File: src/rtl/adpcm_pcm_arbiter_pkg.sv
// Shared encodings for the ADPCM-A/ADPCM-B PCM memory and mux arbiter.
// Includes the mux bus field layout and the idle pin values.
package adpcm_pcm_arbiter_pkg;

    localparam int ADDR_W    = 24;
    localparam int DATA_W    = 8;
    localparam int COUNT_W   = 8;
    localparam int MUX_BUS_W = 10;

    // Mux bus layout: {pcm_load, ym_io_en, ym_io_out[3:0], mux_oe_n, mux_sel[2:0]}
    localparam int MUX_SEL_LSB   = 0;
    localparam int MUX_SEL_W     = 3;
    localparam int MUX_OE_N_BIT  = 3;
    localparam int YM_IO_OUT_LSB = 4;
    localparam int YM_IO_OUT_W   = 4;
    localparam int YM_IO_EN_BIT  = 8;
    localparam int PCM_LOAD_BIT  = 9;

    localparam logic [MUX_BUS_W-1:0] MUX_BUS_IDLE = 10'h008;
    localparam logic [COUNT_W-1:0]   COUNT_MAX    = 8'hFF;

    typedef enum logic [1:0] {
        MEM_IDLE    = 2'd0,
        MEM_GRANT_A = 2'd1,
        MEM_GRANT_B = 2'd2
    } mem_state_t;

    typedef enum logic [1:0] {
        OWNER_NONE = 2'd0,
        OWNER_A    = 2'd1,
        OWNER_B    = 2'd2
    } mux_owner_t;

    typedef enum logic {
        SIDE_A = 1'b0,
        SIDE_B = 1'b1
    } side_t;

    function automatic logic pick_b(input logic a_req, input logic b_req,
                                    input logic rr_is_b, input logic round_robin);
        return b_req && (!a_req || !round_robin || rr_is_b);
    endfunction

endpackage

File: src/rtl/adpcm_pcm_arbiter_pcm_mux_owner.sv
// Tracks which ADPCM reader owns the PCM mux pins and forwards its bus.
// Also counts cycles in which a reader needed the mux but was refused.
module pcm_mux_owner
    import adpcm_pcm_arbiter_pkg::*;
(
    input  logic                 clk,
    input  logic                 reset_n,
    input  logic                 a_mux_needed,
    input  logic [MUX_BUS_W-1:0] a_mux_bus,
    input  logic                 b_mux_needed,
    input  logic [MUX_BUS_W-1:0] b_mux_bus,
    input  logic                 stat_clear,
    output logic [MUX_BUS_W-1:0] mux_bus,
    output logic [COUNT_W-1:0]   conflict_count
);

    mux_owner_t owner_q;
    mux_owner_t grant;
    logic       denied;

    // The current owner keeps the mux while it still needs it; otherwise B has priority.
    always_comb begin
        grant = OWNER_NONE;
        if (!reset_n) begin
            grant = OWNER_NONE;
        end else if (owner_q == OWNER_A && a_mux_needed) begin
            grant = OWNER_A;
        end else if (owner_q == OWNER_B && b_mux_needed) begin
            grant = OWNER_B;
        end else if (b_mux_needed) begin
            grant = OWNER_B;
        end else if (a_mux_needed) begin
            grant = OWNER_A;
        end
    end

    always_comb begin
        denied = (a_mux_needed && grant != OWNER_A) ||
                 (b_mux_needed && grant != OWNER_B);
    end

    always_comb begin
        mux_bus = MUX_BUS_IDLE;
        case (grant)
            OWNER_A: mux_bus = a_mux_bus;
            OWNER_B: mux_bus = b_mux_bus;
            default: mux_bus = MUX_BUS_IDLE;
        endcase
    end

    always_ff @(posedge clk or negedge reset_n) begin
        if (!reset_n) begin
            owner_q        <= OWNER_NONE;
            conflict_count <= '0;
        end else begin
            owner_q <= grant;
            if (stat_clear) begin
                conflict_count <= '0;
            end else if (denied && conflict_count != COUNT_MAX) begin
                conflict_count <= conflict_count + 8'd1;
            end
        end
    end

endmodule

File: src/rtl/adpcm_pcm_arbiter.sv
// Shares one PCM memory read port and the PCM mux/YM IO pins between ADPCM-A and ADPCM-B.
// The memory arbiter lives here; mux ownership is delegated to pcm_mux_owner.
module adpcm_pcm_arbiter
    import adpcm_pcm_arbiter_pkg::*;
#(
    parameter int ROUND_ROBIN = 1
) (
    input  logic                 clk,
    input  logic                 reset_n,
    input  logic                 a_mem_valid,
    input  logic [ADDR_W-1:0]    a_mem_addr,
    output logic                 a_mem_ready,
    output logic [DATA_W-1:0]    a_mem_rdata,
    input  logic                 b_mem_valid,
    input  logic [ADDR_W-1:0]    b_mem_addr,
    output logic                 b_mem_ready,
    output logic [DATA_W-1:0]    b_mem_rdata,
    output logic                 mem_valid,
    output logic [ADDR_W-1:0]    mem_addr,
    input  logic                 mem_ready,
    input  logic [DATA_W-1:0]    mem_rdata,
    input  logic                 a_mux_needed,
    input  logic [MUX_BUS_W-1:0] a_mux_bus,
    input  logic                 b_mux_needed,
    input  logic [MUX_BUS_W-1:0] b_mux_bus,
    output logic [2:0]           mux_sel,
    output logic                 mux_oe_n,
    output logic [3:0]           ym_io_out,
    output logic                 ym_io_en,
    output logic                 pcm_load,
    output logic [COUNT_W-1:0]   conflict_count,
    input  logic                 stat_clear
);

    localparam logic RR_EN = (ROUND_ROBIN != 0);

    mem_state_t            state_q;
    mem_state_t            state_d;
    side_t                 rr_q;
    side_t                 rr_d;
    logic [DATA_W-1:0]     a_rdata_q;
    logic [DATA_W-1:0]     b_rdata_q;
    logic                  winner_b;
    logic                  mem_valid_c;
    logic [ADDR_W-1:0]     mem_addr_c;
    logic                  a_ready_c;
    logic                  b_ready_c;
    logic [MUX_BUS_W-1:0]  mux_bus;

    always_comb begin
        winner_b = pick_b(a_mem_valid, b_mem_valid, rr_q == SIDE_B, RR_EN);
    end

    // IDLE forwards the winner with no added latency; a grant ends on mem_ready or
    // when the grantee withdraws, and either way passes through IDLE before the next grant.
    always_comb begin
        state_d     = state_q;
        rr_d        = rr_q;
        mem_valid_c = 1'b0;
        mem_addr_c  = '0;
        a_ready_c   = 1'b0;
        b_ready_c   = 1'b0;
        case (state_q)
            MEM_IDLE: begin
                if (a_mem_valid || b_mem_valid) begin
                    mem_valid_c = 1'b1;
                    if (winner_b) begin
                        mem_addr_c = b_mem_addr;
                        state_d    = MEM_GRANT_B;
                    end else begin
                        mem_addr_c = a_mem_addr;
                        state_d    = MEM_GRANT_A;
                    end
                end
            end
            MEM_GRANT_A: begin
                if (!a_mem_valid) begin
                    state_d = MEM_IDLE;
                end else begin
                    mem_valid_c = 1'b1;
                    mem_addr_c  = a_mem_addr;
                    if (mem_ready) begin
                        a_ready_c = 1'b1;
                        state_d   = MEM_IDLE;
                        rr_d      = SIDE_B;
                    end
                end
            end
            MEM_GRANT_B: begin
                if (!b_mem_valid) begin
                    state_d = MEM_IDLE;
                end else begin
                    mem_valid_c = 1'b1;
                    mem_addr_c  = b_mem_addr;
                    if (mem_ready) begin
                        b_ready_c = 1'b1;
                        state_d   = MEM_IDLE;
                        rr_d      = SIDE_A;
                    end
                end
            end
            default: begin
                state_d = MEM_IDLE;
            end
        endcase
    end

    always_ff @(posedge clk or negedge reset_n) begin
        if (!reset_n) begin
            state_q   <= MEM_IDLE;
            rr_q      <= SIDE_A;
            a_rdata_q <= '0;
            b_rdata_q <= '0;
        end else begin
            state_q <= state_d;
            rr_q    <= rr_d;
            if (a_ready_c) begin
                a_rdata_q <= mem_rdata;
            end
            if (b_ready_c) begin
                b_rdata_q <= mem_rdata;
            end
        end
    end

    // Gating with reset_n drops an in-flight request the instant reset asserts.
    always_comb begin
        mem_valid   = reset_n & mem_valid_c;
        mem_addr    = reset_n ? mem_addr_c : '0;
        a_mem_ready = reset_n & a_ready_c;
        b_mem_ready = reset_n & b_ready_c;
        a_mem_rdata = a_mem_ready ? mem_rdata : a_rdata_q;
        b_mem_rdata = b_mem_ready ? mem_rdata : b_rdata_q;
    end

    pcm_mux_owner u_mux_owner (
        .clk            (clk),
        .reset_n        (reset_n),
        .a_mux_needed   (a_mux_needed),
        .a_mux_bus      (a_mux_bus),
        .b_mux_needed   (b_mux_needed),
        .b_mux_bus      (b_mux_bus),
        .stat_clear     (stat_clear),
        .mux_bus        (mux_bus),
        .conflict_count (conflict_count)
    );

    always_comb begin
        mux_sel   = mux_bus[MUX_SEL_LSB +: MUX_SEL_W];
        mux_oe_n  = mux_bus[MUX_OE_N_BIT];
        ym_io_out = mux_bus[YM_IO_OUT_LSB +: YM_IO_OUT_W];
        ym_io_en  = mux_bus[YM_IO_EN_BIT];
        pcm_load  = mux_bus[PCM_LOAD_BIT];
    end

endmodule

File: config.mk
export PLATFORM = sky130hd
export DESIGN_NAME = adpcm_pcm_arbiter
export DESIGN_NICKNAME = d
export VERILOG_FILES = /design/src/rtl/adpcm_pcm_arbiter_pkg.sv /design/src/rtl/adpcm_pcm_arbiter_pcm_mux_owner.sv /design/src/rtl/adpcm_pcm_arbiter.sv
export SDC_FILE = /design/constraint.sdc
export NUM_CORES = 1
export LEC_CHECK = 0
export CAP_MARGIN = 20
export CORE_ASPECT_RATIO = 1.5
export CORE_MARGIN = 1
export CORE_UTILIZATION = 32
export CTS_CLUSTER_SIZE = 20
export DETAILED_ROUTE_END_ITERATION = 8
export PLACE_DENSITY = 0.8
export SYNTH_ARGS = -nofsm -noshare
export SYNTH_HDL_FRONTEND = slang
export SYNTH_HIERARCHICAL = 1
export SYNTH_SLANG_ARGS = --single-unit
File: constraint.sdc
create_clock -name clk -period 1.85 [get_ports clk]
set_clock_uncertainty 0.1 [all_clocks]
set_input_delay 0.37 -clock clk [delete_from_list [all_inputs] [get_ports clk]]
set_output_delay 0.37 -clock clk [all_outputs]
set_load 0.01 [all_outputs]
Yosys cells after proc, flatten, opt, wreduce, memory -nomap -nowiden
Index checks and enable logic that the tools add are counted.

operators by class
  $add $sub $neg = 1
  equal/unequal tests = 14
  multiplexer cells = 36
  bitwise gates (word level) = 3
  reductions and logical operators = 14

operator list
  operator               count
  $mux W24               5
  $pmux W24 S3           1
  $mux W8                4
  $pmux W10 S2           1
  $mux W2                9
  $mux W1                13
  $ne A2 B2 Y1 const B   6
  $add A8 B1 Y8 const B  1
  $ne A8 B8 Y1 const B   1
  $eq A2 B1 Y1 const B   3
  $eq A2 B2 Y1 const B   3
  $logic_and A1 B1 Y1    6
  $pmux W2 S3            1
  $reduce_and A5 Y1      1
  $reduce_bool A2 Y1     2
  $and A1 B1 Y1          3
  $logic_or A1 B1 Y1     3
  $pmux W1 S3            1
  $logic_not A2 Y1       1
  $ne A2 B1 Y1 const B   1
  $pmux W1 S2            1
  $logic_not A1 Y1       1

word-level totals
  register bits after elaboration = 29
  bits of input ports = 84
  output and inout bits = 61
  word-level logic and storage cells = 74

Logic depth before layout (Yosys ltp)
Gate-level depths: netlist of run 1.

  word-level depth = 11
  depth in mapped cells = 9
  mapped depth without buffers = 9

Modules after synthesis
Netlist of run 1, hierarchy kept.

modules (own cells, without submodules)
  module             times used  cells an instance  area an instance (um^2)  seq. area each (um^2)
  adpcm_pcm_arbiter  1           99                 1293.7                   475.5
  pcm_mux_owner      1           79                 732.0                    250.2

Worst setup path before layout of run 1
Ideal clock, no wire load.

  path type = flip-flop to output port
  start = register u_mux_owner.owner_q[1]
  end = output mux_oe_n
  data arrival time = 1390 ps
  data required time = 1380 ps
  slack = -10 ps
  cell stages (with the launch flop) = 7
  path buffers = 1
  cell sequence = dfrtp_1 -> nand3b_1 -> nand3_1 -> inv_1 -> ha_1 -> clkbuf_1 -> a221o_1

between the ends
  cells in the longest elaborated chain, start to end = 7
  elaborated cells between the ends (all ways) = 10
  those cells by class = eq/ne (4); mux (4); reduce/logical (2)

ends and longest elaborated chain
  item                                                 line                                   source
  start: declaration                                   adpcm_pcm_arbiter_pcm_mux_owner.sv:17  mux_owner_t owner_q;
  start signal: assignment                             adpcm_pcm_arbiter_pcm_mux_owner.sv:56  owner_q <= grant;
  $eq A2 B2 Y1                                         adpcm_pcm_arbiter_pcm_mux_owner.sv:28  end else if (owner_q == OWNER_B && b_mux_needed) begin
  $logic_and A1 B1 Y1                                  adpcm_pcm_arbiter_pcm_mux_owner.sv:28
  $mux W2                                              adpcm_pcm_arbiter_pcm_mux_owner.sv:28
  $mux W2 (*)                                          adpcm_pcm_arbiter_pcm_mux_owner.sv:26  end else if (owner_q == OWNER_A && a_mux_needed) begin
  $mux W2 (*)                                          adpcm_pcm_arbiter_pcm_mux_owner.sv:24  if (!reset_n) begin
  via u_mux_owner.grant[1]                             adpcm_pcm_arbiter_pcm_mux_owner.sv:18  mux_owner_t grant;
  $eq A2 B2 Y1 / $eq A2 B1 Y1 (equally long branches)  adpcm_pcm_arbiter_pcm_mux_owner.sv:44  case (grant)
  $pmux W10 S2 (*)                                     adpcm_pcm_arbiter_pcm_mux_owner.sv:44
  end: declaration                                     adpcm_pcm_arbiter.sv:27                output logic mux_oe_n,

The timed path passes the listed nets; every way through them passes the cells marked *.

Final worst setup path of run 1
  start = register state_q[1]
  end = output b_mem_rdata[2]

between the ends
  cells in the longest elaborated chain, start to end = 4

ends and longest elaborated chain
  item                      line                      source
  start: declaration        adpcm_pcm_arbiter.sv:37   mem_state_t state_q;
  start signal: assignment  adpcm_pcm_arbiter.sv:115  state_q <= state_d;
  $eq A2 B2 Y1              adpcm_pcm_arbiter.sv:63   case (state_q)
  $mux W1                   adpcm_pcm_arbiter.sv:63
  $and A1 B1 Y1             adpcm_pcm_arbiter.sv:131  b_mem_ready = reset_n & b_ready_c;
  $mux W8                   adpcm_pcm_arbiter.sv:133  b_mem_rdata = b_mem_ready ? mem_rdata : b_rdata_q;
  end: declaration          adpcm_pcm_arbiter.sv:17   output logic [DATA_W-1:0] b_mem_rdata,

No other way between the ends.

==> results of run 1 <==
[per-layer routing]
metal | global-route usage (%) | vias up | part of all wire [%]
li1 | - | 1051 | -
met1 | 21.3 | 1032 | 33
met2 | 43.5 | 127 | 54
met3 | 8.14 | 8 | 12
met4 | 5.24 | 0 | 0.85
met5 | 0 | - | 0
[worst register-to-register path, cell delays in order, from the launching register on]
cell and delay, ps:
dfrtp_1 380, nand3b_1 180, nand3_2 130, inv_2 60
ha_4 190, buf_6 140, nand2b_4 180, a21oi_4 200
and4b_1 250, a211oi_2 50
[cell usage in the layout (no fill, tap or decap), types with 2 or more instances in the layout]
| master | n |
|---|---|
| a21oi_1 | 3 |
| a21oi_2 | 2 |
| a21oi_4 | 2 |
| a22o_1 | 24 |
| a22oi_2 | 9 |
| a311oi_1 | 2 |
| and4_4 | 2 |
| buf_12 | 3 |
| buf_2 | 31 |
| buf_4 | 24 |
| buf_6 | 40 |
| clkbuf_8 | 6 |
| clkdlybuf4s50_1 | 85 |
| dfrtp_1 | 28 |
| dlygate4sd2_1 | 5 |
| ha_4 | 2 |
| inv_1 | 4 |
| inv_2 | 3 |
| mux2_2 | 16 |
| mux2_4 | 16 |
| mux2i_1 | 2 |
| nand2_1 | 5 |
| nand2_2 | 2 |
| nand2b_4 | 3 |
| nand3_2 | 2 |
| nand4b_4 | 2 |
| nor2_1 | 12 |
| or2_4 | 2 |
[state kept, by name, summed over array words and instances (netlist names)]
name / flops
rr_q: 1
u_mux_owner/owner_q: 2
b_rdata_q: 8
u_mux_owner/conflict_count: 8
a_rdata_q: 8
state_q: 2
[worst min-delay path by stage]
stage                            start                     end  slack [ps]  depth (start not counted)
after floorplan                reset_n            a_rdata_q[0]         -30                          0
after global placement    b_rdata_q[4]            b_rdata_q[4]         390                          1
after detailed placement  a_rdata_q[3]            a_rdata_q[3]         390                          1
after CTS                      reset_n  u_mux_owner/owner_q[0]          80                          2
after global routing           reset_n  u_mux_owner/owner_q[0]          90                          2
final                          reset_n  u_mux_owner/owner_q[0]          90                          2
[Yosys cell counts, types with 2 or more instances]
cell | number | area [µm²]
ha_1 | 3 | 37.5
mux2_4 | 16 | 240
a311oi_1 | 2 | 17.5
or2_1 | 2 | 12.5
a22oi_1 | 9 | 67.6
buf_2 | 4 | 20.0
nand2b_1 | 2 | 12.5
inv_1 | 7 | 26.3
mux2i_1 | 2 | 20.0
nand3_1 | 3 | 15.0
a211oi_1 | 2 | 15.0
nand2b_4 | 2 | 27.5
nor2_1 | 12 | 45.0
a21oi_1 | 5 | 25.0
nor2b_1 | 2 | 12.5
a22o_1 | 24 | 210
and4_4 | 2 | 22.5
nand2_1 | 6 | 22.5
buf_6 | 3 | 33.8
dfrtp_1 | 29 | 726
nand4b_4 | 2 | 47.6
mux2_2 | 16 | 180
clkbuf_1 | 3 | 11.3
[timing repair]
item / CTS / global route
cloned: 3 / 1
pin swaps: 21 / 20
resized for setup: 292 / 9
endpoints found under the setup margin: 61 / 62
setup buffers: 18 / 4
[cell type report]
cell class / count / area, µm² / area share (%)
Clock buffer: 6 / 82.6 / 2.01
Inverter: 7 / 26.3 / 0.638
Sequential cell: 29 / 727 / 17.7
Tap cell: 74 / 92.6 / 2.25
Timing Repair Buffer: 191 / 1800 / 43.8
Clock inverter: 2 / 37.5 / 0.912
Multi-Input combinational cell: 131 / 1350 / 32.7
[power by group through the flow]
| stage | Clock, mW | Combinational [mW] | Sequential (mW) |
|---|---|---|---|
| after global routing | 0.734 | 1.97 | 1.01 |
| after floorplan | 0 | 0.810 | 0.947 |
| final | 0.683 | 1.85 | 0.975 |
| after detailed placement | 0 | 1.70 | 0.980 |
| after global placement | 0 | 1.68 | 0.968 |
| after CTS | 0.705 | 1.87 | 0.972 |
[metrics by stage]
step / cell area (µm²) / instances / power (mW) / TNS (ps) / hold WS (ps)
after floorplan: 2030 / 178 / 1.76 / 0 / -25.6
after global placement: 3740 / 412 / 2.65 / -51670 / 388
after detailed placement: 3740 / 412 / 2.68 / -53490 / 394
after CTS: 4120 / 441 / 3.55 / -16280 / 75.5
after global routing: 4120 / 440 / 3.71 / -20520 / 94.6
final: 4120 / 440 / 3.51 / -16100 / 93.5
[cells by family (layout without fill, tap and decap cells)]
group	Yosys count	after routing	synth area share, %
adder cells (fa/ha/maj)	3	3	1.85
multiplexers	34	34	21.7
flip-flops	29	29	35.8
AND/OR/NAND/NOR	41	41	13.7
AO/OA/AOI/OAI	52	52	21.8
XOR/XNOR	1	1	0.432
buffers and inverters	18	206	4.69
==> flow_metrics.tcl, run 1 <==
set metrics [dict create \
    place_congestion 0.751 \
    drive_gt1_share_pct 49.5 \
    clock_tree.root_cell "clkbuf_8" \
    grt_use_total_pct 22.4 \
    cp.depth 6 \
    r2r_cells 9 \
    violations "setup timing" \
    rrSetupSlack_ps -130 \
    num_antenna_cells 0 \
    start_util_pct 33.0 \
    rsz0062_at_grt "yes" \
    pwr-share-seq_pct 27.8 \
    slew_violations 0 \
    wl_per_cell_um 16.9 \
    p_int_mw 2.49 \
    vias 2218 \
    numCtsBuffers 5 \
    critical_path_required_ps 1380 \
    crit_family "flip-flops" \
    powerDensity_nw_per_um2 853 \
    worstSetupStartpoint "state_q[1]" \
    synth_flop_cell "dfrtp_1" \
    crit_buf_inv 3 \
    coreArea_um2 6130 \
    status "finished, violations left" \
    yosysWarnings 6 \
    nNetsFinal 452 \
    hpwl_mm 5.13 \
    ys_types 43 \
    ys_ff_latch 29 \
    pwr-share-comb_pct 52.8 \
    drtAntennaViolNets 0 \
    fmax_mhz 454 \
    cts_tree "done" \
    crit_end "b_mem_rdata[2]" \
    cts_sinks 29 \
    period_needed_ps 2200 \
    async_flop_share_pct 100 \
    die_y_um 99.4 \
    p_sw_share_pct 29.2 \
    drt_iter0_markers 55 \
    switchingPower_mw 1.03 \
    drc 0 \
    rows 35 \
    die-area_um2 6660 \
    grt_overflow_total 0 \
    hold_class "in2async" \
    syn_area_um2 2030 \
    path_clk_slew_ps 70 \
    ctsHoldBuffers 0 \
    tightest_slew_ps 342 \
    grt_max_degree 25 \
    worstSkewPairLatency_ps 280 \
    power.leakage_nw 1.98 \
    nFillCells 505 \
    routed_wl_mm 7.42 \
    setup_slack_ps -352 \
    synth-seq-area-share_pct 35.8 \
    final-hold-violation-count 0 \
    htreeDepth 2 \
    path_cells "buf_6, nand4b_4, or2_4, buf_12, mux2_4, buf_6" \
    ios 145 \
    worstSetupEndpointType "primary output" \
    crit_arrival_ps 1730 \
    antenna_found_initial 0 \
    area_growth_pct 103 \
    cap_violations 0 \
    cp_max_fo 8 \
    grt_first_pass_wirelength_mm 11.2 \
    vdd_drop_max_mv 0.418 \
    clkPwrFrac_pct 19.4 \
    period_share_pct 119 \
    vias_per_cell 5.04 \
    path_class "reg2out" \
    max_slew_margin_pct 77.1 \
    setup_viol 61 \
    clockBufferDepth 2 \
    cp_slowest_cell "dfrtp_1" \
    die_w_um 67.0 \
    synth_edf_count 0 \
    crit-reg2reg-launch "u_mux_owner/owner_q[1]" \
    syn_avg_cell_area_um2 11.4 \
    worstSetupStartpointType "flop" \
    syn_inst 178 \
    grt_pass1_vias 2345 \
    worst_path_most_repeated_cell "buf_6" \
    post-place-ws_ps -983 \
    syn_nets 265 \
    timing.rr.end "u_mux_owner/conflict_count[6]" \
    first_pass_iters 4 \
    fin_util_pct 67.1 \
    crit_path_max_incr_delay_ps 410 \
    io_buffers 144 \
]
Note: power is estimated with default switching activity, not from simulation.
==> inputs of run 2 (changes only) <==
- CORE_UTILIZATION: 32 -> 54
- DONT_BUFFER_PORTS: not set -> 1
- PLACE_DENSITY: 0.8 -> 0.74
==> run 2 against run 1 <==
  * The run still ends with setup timing left
  * Highest routed layer unchanged
  * Critical path depth unchanged
  * Combinational power down 37%
  * Register-to-register slack better by 120 ps
  * Final cell count down 45%
  * Sequential cell count unchanged
==> flow_metrics.tcl, run 2 (same netlist as run 1, synthesis figures left out) <==
set metrics [dict create \
    tightest_slew_ps 305 \
    grt_overflow_total 0 \
    path_clk_slew_ps 60 \
    worstSkewPairLatency_ps 280 \
    final-hold-violation-count 0 \
    period_needed_ps 2140 \
    worstSetupEndpointType "primary output" \
    die-area_um2 4010 \
    grt_max_degree 30 \
    hpwl_mm 4.20 \
    drtAntennaViolNets 0 \
    routed_wl_mm 6.34 \
    layout_common_cells "dfrtp_1 (28), a22o_4 (21), mux2_4 (16), mux2_2 (16)" \
    clockBufferDepth 2 \
    coreArea_um2 3480 \
    hold_slack_ps 49.2 \
    crit_arrival_ps 1670 \
    cts_sinks 29 \
    die_y_um 77.0 \
    max_slew_margin_pct 79.7 \
    grt_pass1_vias 1557 \
    first_pass_iters 4 \
    rows 26 \
    rsz0062_at_grt "yes" \
    fmax_mhz 467 \
    clock_tree.root_cell "clkbuf_8" \
    hold_class "in2reg" \
    place_congestion 0.893 \
    start_util_pct 58.2 \
    cp_max_fo 5 \
    fin_util_pct 78.3 \
    drive_gt1_share_pct 63.3 \
    nFillCells 200 \
    num_antenna_cells 0 \
    vdd_drop_max_mv 1.03 \
    design_area_um2 2730 \
    die_w_um 52.0 \
    wl_per_cell_um 26.3 \
    cap_violations 0 \
    powerDensity_nw_per_um2 1040 \
    drc 0 \
    ios 145 \
    placed_cell_area_um2 2120 \
    reg.largest.list "a_rdata_q (8), b_rdata_q (8), u_mux_owner/conflict_count (8)" \
    setup_viol 52 \
    period_share_pct 116 \
    path_class "reg2out" \
    power.leakage_nw 1.29 \
    htreeDepth 2 \
    layout_commonest_cell "dfrtp_1" \
    numCtsBuffers 5 \
    area_growth_pct 34.5 \
    slew_violations 0 \
    critical_path_required_ps 1380 \
    drt_iter0_markers 31 \
    worstSetupStartpointType "flop" \
    io_buffers 0 \
    grt_use_total_pct 28.3 \
    vias 1637 \
    total_power_mw 2.83 \
    status "finished, violations left" \
    setup_slack_ps -290 \
    cts_tree "done" \
    antenna_found_initial 0 \
    violations "setup timing" \
    nNetsFinal 285 \
    grt_first_pass_wirelength_mm 8.15 \
    vias_per_cell 6.79 \
]
## run 2: layer usage
layer  global-route usage [%]  routed length (µm)
met2                     50.4                3330
met3                     11.9                 666
met1                     29.1                2110
met4                     7.84                 228
met5                        0                   0
## run 2: worst paths after layout
path	startpoint	to	slack (ps)	cells past startpoint
max	u_mux_owner/owner_q[1]	mux_oe_n	-290	6
min	stat_clear	u_mux_owner/conflict_count[2]	50	1
max reg2reg	u_mux_owner/owner_q[1]	u_mux_owner/conflict_count[5]	-10	8
min reg2reg	b_rdata_q[5]	b_rdata_q[5]	410	1
max in group asynchronous	reset_n	state_q[0]	1050	2
min in group asynchronous	reset_n	a_rdata_q[1]	420	2
## run 2: power by group
| part | switching (mW) | total [mW] | internal, mW |
|---|---|---|---|
| registers | 0.147 | 0.989 | 0.842 |
| clock network | 0.227 | 0.666 | 0.438 |
| logic | 0.505 | 1.17 | 0.668 |
| total | 0.879 | 2.83 | 1.95 |
## run 2: area by class of cell
cell class              instances  area (µm²)  share of cell area, %
repair buffers                 22         267                   9.78
inverters                       7        28.8                   1.06
flip-flops and latches         29         727                   26.7
multi-input cells             133        1530                   56.3
well taps                      42        52.6                   1.93
clock buffers                   7        86.3                   3.17
clock inverters                 1        30.0                   1.10
## run 2: metrics by stage
step	cells	setup slack (ps)	TNS (ps)
finish	241	-290	-11010
global route	241	-335	-12800
CTS	233	-238	-10400
detailed placement	219	-29.2	-39.9
global placement	219	11.5	0
floorplan	178	7.87	0
## run 2: what timing repair did
item / CTS / global route
setup buffers: 2 / 4
gates cloned: 2 / 5
pin swaps: 8 / 39
hold endpoints to repair: 29 / 0
setup endpoints to repair: 53 / 58
gates resized for setup: 25 / 43
hold buffers: 2 / 0
## run 2: worst max-delay path: stages (launching register included)
cell	delay (ps)
dfrtp_1	400
nand3b_1	190
nand3_2	110
inv_2	60
ha_4	160
buf_6	120
a221o_1	350
